**config.mk**
```make
export PLATFORM = sky130hd
export DESIGN_NAME = axis_packet_dispatch_s2m
export DESIGN_NICKNAME = d
export VERILOG_FILES = /design/src/rtl/axis_dispatch_pkg.sv /design/src/rtl/axis_dispatch_oreg.sv /design/src/rtl/axis_packet_dispatch_s2m.sv
export SDC_FILE = /design/constraint.sdc
export NUM_CORES = 1
export LEC_CHECK = 0
export BUFFER_PORTS_ARGS = -buffer_cell sky130_fd_sc_hd__clkbuf_2
export CAP_MARGIN = 10
export CORE_MARGIN = 3
export CORE_UTILIZATION = 43
export DETAILED_ROUTE_END_ITERATION = 10
export PLACE_DENSITY = 0.86
export SLEW_MARGIN = 40
export SYNTH_ARGS = -nofsm -noshare
export SYNTH_HDL_FRONTEND = slang
export SYNTH_SLANG_ARGS = --single-unit
```
**constraint.sdc**
```tcl
create_clock -name aclk -period 2.6 [get_ports aclk]
set_input_delay 0.13 -clock aclk [delete_from_list [all_inputs] [get_ports aclk]]
set_output_delay 0.13 -clock aclk [all_outputs]
set_load 0.01 [all_outputs]
```
**src/rtl/axis_dispatch_pkg.sv**
```systemverilog
// rtl/axis_dispatch_pkg.sv - shared types and helpers for the packet dispatcher
package axis_dispatch_pkg;

  typedef enum logic [1:0] {
    IDLE = 2'd0,
    BUSY = 2'd1,
    DROP = 2'd2
  } disp_state_e;

  localparam int DROP_CNT_W = 16;

  function automatic int clog2(input int value);
    int r;
    r = 0;
    for (int v = value - 1; v > 0; v = v >> 1) r++;
    return r;
  endfunction

endpackage

```
**src/rtl/axis_dispatch_oreg.sv**
```systemverilog
// rtl/axis_dispatch_oreg.sv - single registered output stage holding the beat and its route
module axis_dispatch_oreg
  import axis_dispatch_pkg::*;
#(
  parameter int NUM   = 4,
  parameter int DSIZE = 8,
  parameter int USIZE = 1,
  parameter int SEL_W = 2,
  parameter int KW    = 1
) (
  input  logic             aclk,
  input  logic             aresetn,
  input  logic             i_load,
  input  logic             i_sel_upd,
  input  logic [SEL_W-1:0] i_sel,
  input  logic [DSIZE-1:0] i_tdata,
  input  logic [KW-1:0]    i_tkeep,
  input  logic [USIZE-1:0] i_tuser,
  input  logic             i_tlast,
  input  logic [NUM-1:0]   i_tready,
  output logic [DSIZE-1:0] o_tdata,
  output logic [KW-1:0]    o_tkeep,
  output logic [USIZE-1:0] o_tuser,
  output logic             o_tlast,
  output logic [NUM-1:0]   o_tvalid,
  output logic             o_ovld,
  output logic             o_rdy
);

  logic             r_ovld;
  logic [SEL_W-1:0] r_sel;
  logic [DSIZE-1:0] r_tdata;
  logic [KW-1:0]    r_tkeep;
  logic [USIZE-1:0] r_tuser;
  logic             r_tlast;

  // i_load is only raised when the held beat is gone or leaving this cycle
  always_ff @(posedge aclk or negedge aresetn) begin
    if (!aresetn) begin
      r_ovld  <= 1'b0;
      r_sel   <= '0;
      r_tdata <= '0;
      r_tkeep <= '0;
      r_tuser <= '0;
      r_tlast <= 1'b0;
    end else if (i_load) begin
      r_ovld  <= 1'b1;
      r_tdata <= i_tdata;
      r_tkeep <= i_tkeep;
      r_tuser <= i_tuser;
      r_tlast <= i_tlast;
      if (i_sel_upd) r_sel <= i_sel;
    end else if (o_rdy) begin
      r_ovld <= 1'b0;
    end
  end

  always_comb begin
    o_tvalid = '0;
    for (int i = 0; i < NUM; i++) o_tvalid[i] = r_ovld && (r_sel == SEL_W'(i));
  end

  assign o_rdy   = i_tready[r_sel];
  assign o_ovld  = r_ovld;
  assign o_tdata = r_tdata;
  assign o_tkeep = r_tkeep;
  assign o_tuser = r_tuser;
  assign o_tlast = r_tlast;

endmodule

```
**src/rtl/axis_packet_dispatch_s2m.sv**
```systemverilog
// rtl/axis_packet_dispatch_s2m.sv - packet-level one-to-many AXIS dispatcher (route latched per packet)
// Optional AXIS_DISPATCH_DROP_EN: out-of-range destinations are consumed and counted instead of routed.
module axis_packet_dispatch_s2m
  import axis_dispatch_pkg::*;
#(
  parameter int NUM    = 4,
  parameter int DSIZE  = 8,
  parameter int USIZE  = 1,
  parameter int DEST_W = 2
) (
  input  logic                  aclk,
  input  logic                  aresetn,
  input  logic [DSIZE-1:0]      s_tdata,
  input  logic [DSIZE/8-1:0]    s_tkeep,
  input  logic [USIZE-1:0]      s_tuser,
  input  logic [DEST_W-1:0]     s_tdest,
  input  logic                  s_tlast,
  input  logic                  s_tvalid,
  output logic                  s_tready,
  output logic [DSIZE-1:0]      m_tdata,
  output logic [DSIZE/8-1:0]    m_tkeep,
  output logic [USIZE-1:0]      m_tuser,
  output logic                  m_tlast,
  output logic [NUM-1:0]        m_tvalid,
  input  logic [NUM-1:0]        m_tready,
  output logic [DROP_CNT_W-1:0] drop_cnt
);

  localparam int SEL_W = clog2(NUM);
  localparam int KW    = DSIZE / 8;

  disp_state_e      r_state;
  disp_state_e      w_state_nxt;
  logic             w_ovld;
  logic             w_rdy;
  logic             w_accept;
  logic             w_load;
  logic             w_sel_upd;
  logic             w_dest_oor;
  logic             w_drop_first;
  logic [SEL_W-1:0] w_sel_dec;

  assign w_dest_oor = (32'(s_tdest) >= 32'(NUM));
  assign w_sel_dec  = w_dest_oor ? SEL_W'(NUM - 1) : SEL_W'(s_tdest);

`ifdef AXIS_DISPATCH_DROP_EN
  assign w_drop_first = w_dest_oor;
`else
  assign w_drop_first = 1'b0;
`endif

  // While dropping, the input never waits on the output stage
  assign s_tready = aresetn && ((r_state == DROP) || !w_ovld || w_rdy);
  assign w_accept = s_tvalid && s_tready;

  always_ff @(posedge aclk or negedge aresetn) begin
    if (!aresetn) r_state <= IDLE;
    else          r_state <= w_state_nxt;
  end

  always_comb begin
    w_state_nxt = r_state;
    w_load      = 1'b0;
    w_sel_upd   = 1'b0;
    case (r_state)
      IDLE: begin
        if (w_accept) begin
          w_load    = !w_drop_first;
          w_sel_upd = !w_drop_first;
          if (!s_tlast) w_state_nxt = w_drop_first ? DROP : BUSY;
        end
      end
      BUSY: begin
        if (w_accept) begin
          w_load = 1'b1;
          if (s_tlast) w_state_nxt = IDLE;
        end
      end
      DROP: begin
        if (w_accept && s_tlast) w_state_nxt = IDLE;
      end
      default: w_state_nxt = IDLE;
    endcase
  end

`ifdef AXIS_DISPATCH_DROP_EN
  logic [DROP_CNT_W-1:0] r_drop_cnt;

  always_ff @(posedge aclk or negedge aresetn) begin
    if (!aresetn) begin
      r_drop_cnt <= '0;
    end else if (w_accept && s_tlast && r_drop_cnt != '1 &&
                 ((r_state == DROP) || (r_state == IDLE && w_drop_first))) begin
      r_drop_cnt <= r_drop_cnt + 1'b1;
    end
  end

  assign drop_cnt = r_drop_cnt;
`else
  assign drop_cnt = '0;
`endif

  axis_dispatch_oreg #(
    .NUM   (NUM),
    .DSIZE (DSIZE),
    .USIZE (USIZE),
    .SEL_W (SEL_W),
    .KW    (KW)
  ) u_oreg (
    .aclk      (aclk),
    .aresetn   (aresetn),
    .i_load    (w_load),
    .i_sel_upd (w_sel_upd),
    .i_sel     (w_sel_dec),
    .i_tdata   (s_tdata),
    .i_tkeep   (s_tkeep),
    .i_tuser   (s_tuser),
    .i_tlast   (s_tlast),
    .i_tready  (m_tready),
    .o_tdata   (m_tdata),
    .o_tkeep   (m_tkeep),
    .o_tuser   (m_tuser),
    .o_tlast   (m_tlast),
    .o_tvalid  (m_tvalid),
    .o_ovld    (w_ovld),
    .o_rdy     (w_rdy)
  );

endmodule
```
==> flow_summary.json <==
{
  "outcome": "complete, no violations",
  "fin_crit_sh_pct": 67.7,
  "final-hold-violation-count": 0,
  "post_drt_wl_per_cell_um": 10.6,
  "num_antenna_cells": 0,
  "cts.clk_slew.worst_paths_ps": 80,
  "grt_pass1_wl_mm": 2.29,
  "cts_root_buf": "clkbuf_4",
  "arrival_ps": 1910,
  "clock_path_buffers": 2,
  "num_rows": 14,
  "hpwl_mm": 1.12,
  "slowest_delay_ps": 520,
  "irDropWorstVdd_v": 0.000599,
  "via_per_inst": 4.30,
  "fmax_mhz": 568,
  "n_fill_cell": 160,
  "area_growth_pct": 22.1,
  "nets": 123,
  "crit_path_start_kind": "primary input",
  "yosysSeqAreaShare_pct": 47.6,
  "syn_area_per_cell_um2": 12.5,
  "drc": 0,
  "setup_violations": 0,
  "grt_antenna_before_repair": 0,
  "drv_slew": 0,
  "firstDrtPassIters": 1,
  "powerDensity_nw_per_um2": 911,
  "rsz0062_at_grt": "no",
  "syn-cell-area_um2": 788,
  "finalWirelength_mm": 1.33,
  "drive_above_1_share_pct": 55.9,
  "cts_setup_buffers": 0,
  "numCtsBuffers": 3,
  "critPathBufInv": 3,
  "die_area_um2": 2380,
  "crit_required_ps": 2750,
  "leakage_uw": 0.000512,
  "drt_iter0_drc": 0,
  "cp_max_fo": 18,
  "h-tree-depth": 1,
  "tritoncts": "built",
  "path_cells": "dlygate4sd3_1, clkbuf_2, nand2_1, a221oi_2, buf_4, mux2_2",
  "netlist_instances": 63,
  "cts-resized-gates": 0,
  "synth-seq-cells": 15,
  "num_vias": 542,
  "ys.warnings.count": 0,
  "fin_setup_tns_ps": 0,
  "endpoint_kind": "flip-flop",
  "cap_violations": 0,
  "critical_path_class": "in2reg",
  "design_area_um2": 962,
  "slowest_stage": "dlygate4sd3_1",
  "hold_path_class": "in2reg",
  "fin_hold_ws_ps": 46.0,
  "core-area_um2": 1610,
  "die_w_um": 48.8,
  "synthDistinctLibCells": 17,
  "grt_pass1_vias": 531,
  "die_h_um": 48.8,
  "clock_skew_ps": 3.11,
  "layout_commonest_cell": "clkbuf_2",
  "initial_utilization_pct": 48.9,
  "grt_max_degree": 19,
  "track_usage_pct": 11.5,
  "grt_overflow": 0,
  "dpl_cell_area_um2": 926,
  "path_delay_family": "buffers and inverters",
  "place.gp.congestion": 0.765,
  "numClockSinks": 15,
  "antenna_left": 0,
  "fin_crit_ps": 1760,
  "io_pins": 52,
  "insertion_delay_ps": 260,
  "mostFrequentLayoutCells": "clkbuf_2 (35), conb_1 (16), dfrtp_1 (15), mux2_2 (13)",
  "io_buffers": 35
}
==> report_power, final <==
group	internal (uW)	switching [uW]	total (uW)
combinational	191	172	363
clock	59.2	63.5	123
sequential	331	60.5	391
==> timing repair <==
| item | CTS | global route |
|---|---|---|
| hold buffers | 1 | 0 |
| hold endpoints to repair | 15 | 0 |
| setup endpoints to repair | 0 | 0 |
==> cell usage after synthesis <==
master | n | area (um^2)
buf_4 | 16 | 120
dfrtp_1 | 15 | 375
mux2_2 | 13 | 146
mux2i_1 | 3 | 30.0
and2_1 | 2 | 12.5
and2b_2 | 2 | 17.5
nand2_1 | 2 | 7.51
a221oi_1 | 1 | 8.76
a221oi_2 | 1 | 15.0
a22oi_1 | 1 | 7.51
and2_2 | 1 | 7.51
and3_2 | 1 | 7.51
buf_6 | 1 | 11.3
conb_1 | 1 | 3.75
inv_1 | 1 | 3.75
nand3b_1 | 1 | 7.51
nor2b_1 | 1 | 6.26
==> cell families (layout without fill, tap and decap cells) <==
group	Yosys count	after routing	share of synthesized area, %
compound gates	3	3	3.97
buf+inv	18	42	17.1
flops	15	15	47.6
mux	16	16	22.4
other cells	1	16	0.476
simple gates	10	10	8.41
==> flip-flops by register name, summed over array words and instances (netlist names) <==
signal and cells:
r_state 1, u_oreg.r_sel 2, u_oreg.o_tuser 1, u_oreg.o_tkeep 1, u_oreg.o_ovld 1, u_oreg.o_tlast 1
u_oreg.o_tdata 8
==> stage by stage <==
stage               worst slack (ps)  utilization, %  instances  power [uW]
finish                           840            59.7        126         877
CTS                              794            59.7        126         892
floorplan                       1010               -         78         638
global placement                1040            57.5        121         746
global route                     670            59.7        126         947
detailed placement               967            57.5        121         766
==> path summary, 6_finish.rpt <==
kind,start,endpoint,slack [ps],cells past startpoint
hold reg to reg,u_oreg.o_tlast,u_oreg.o_tlast,510,1
min in group asynchronous,aresetn,u_oreg.o_tdata[7],300,2
setup reg to reg,u_oreg.r_sel[1],u_oreg.o_tdata[4],960,4
hold / removal,s_tlast,r_state[0],50,2
setup / recovery,aresetn,u_oreg.o_tdata[4],840,6
max in group asynchronous,aresetn,r_state[0],2010,2
==> layout make-up <==
cell class	instances	area, um^2	area share [%]
Inverter	1	3.75	0.390
Clock buffer	4	26.3	2.73
Timing Repair Buffer	37	193	20.0
Tap cell	24	30.0	3.12
Sequential cell	15	375	39.0
Multi-Input combinational cell	45	334	34.7
==> layer usage <==
layer | global-route usage [%] | wire [um]
met1 | 14.2 | 524
met2 | 20.1 | 624
met3 | 3.67 | 181
met4 | 1.42 | 0
met5 | 0 | 0
(Power assumes the default switching activity.)
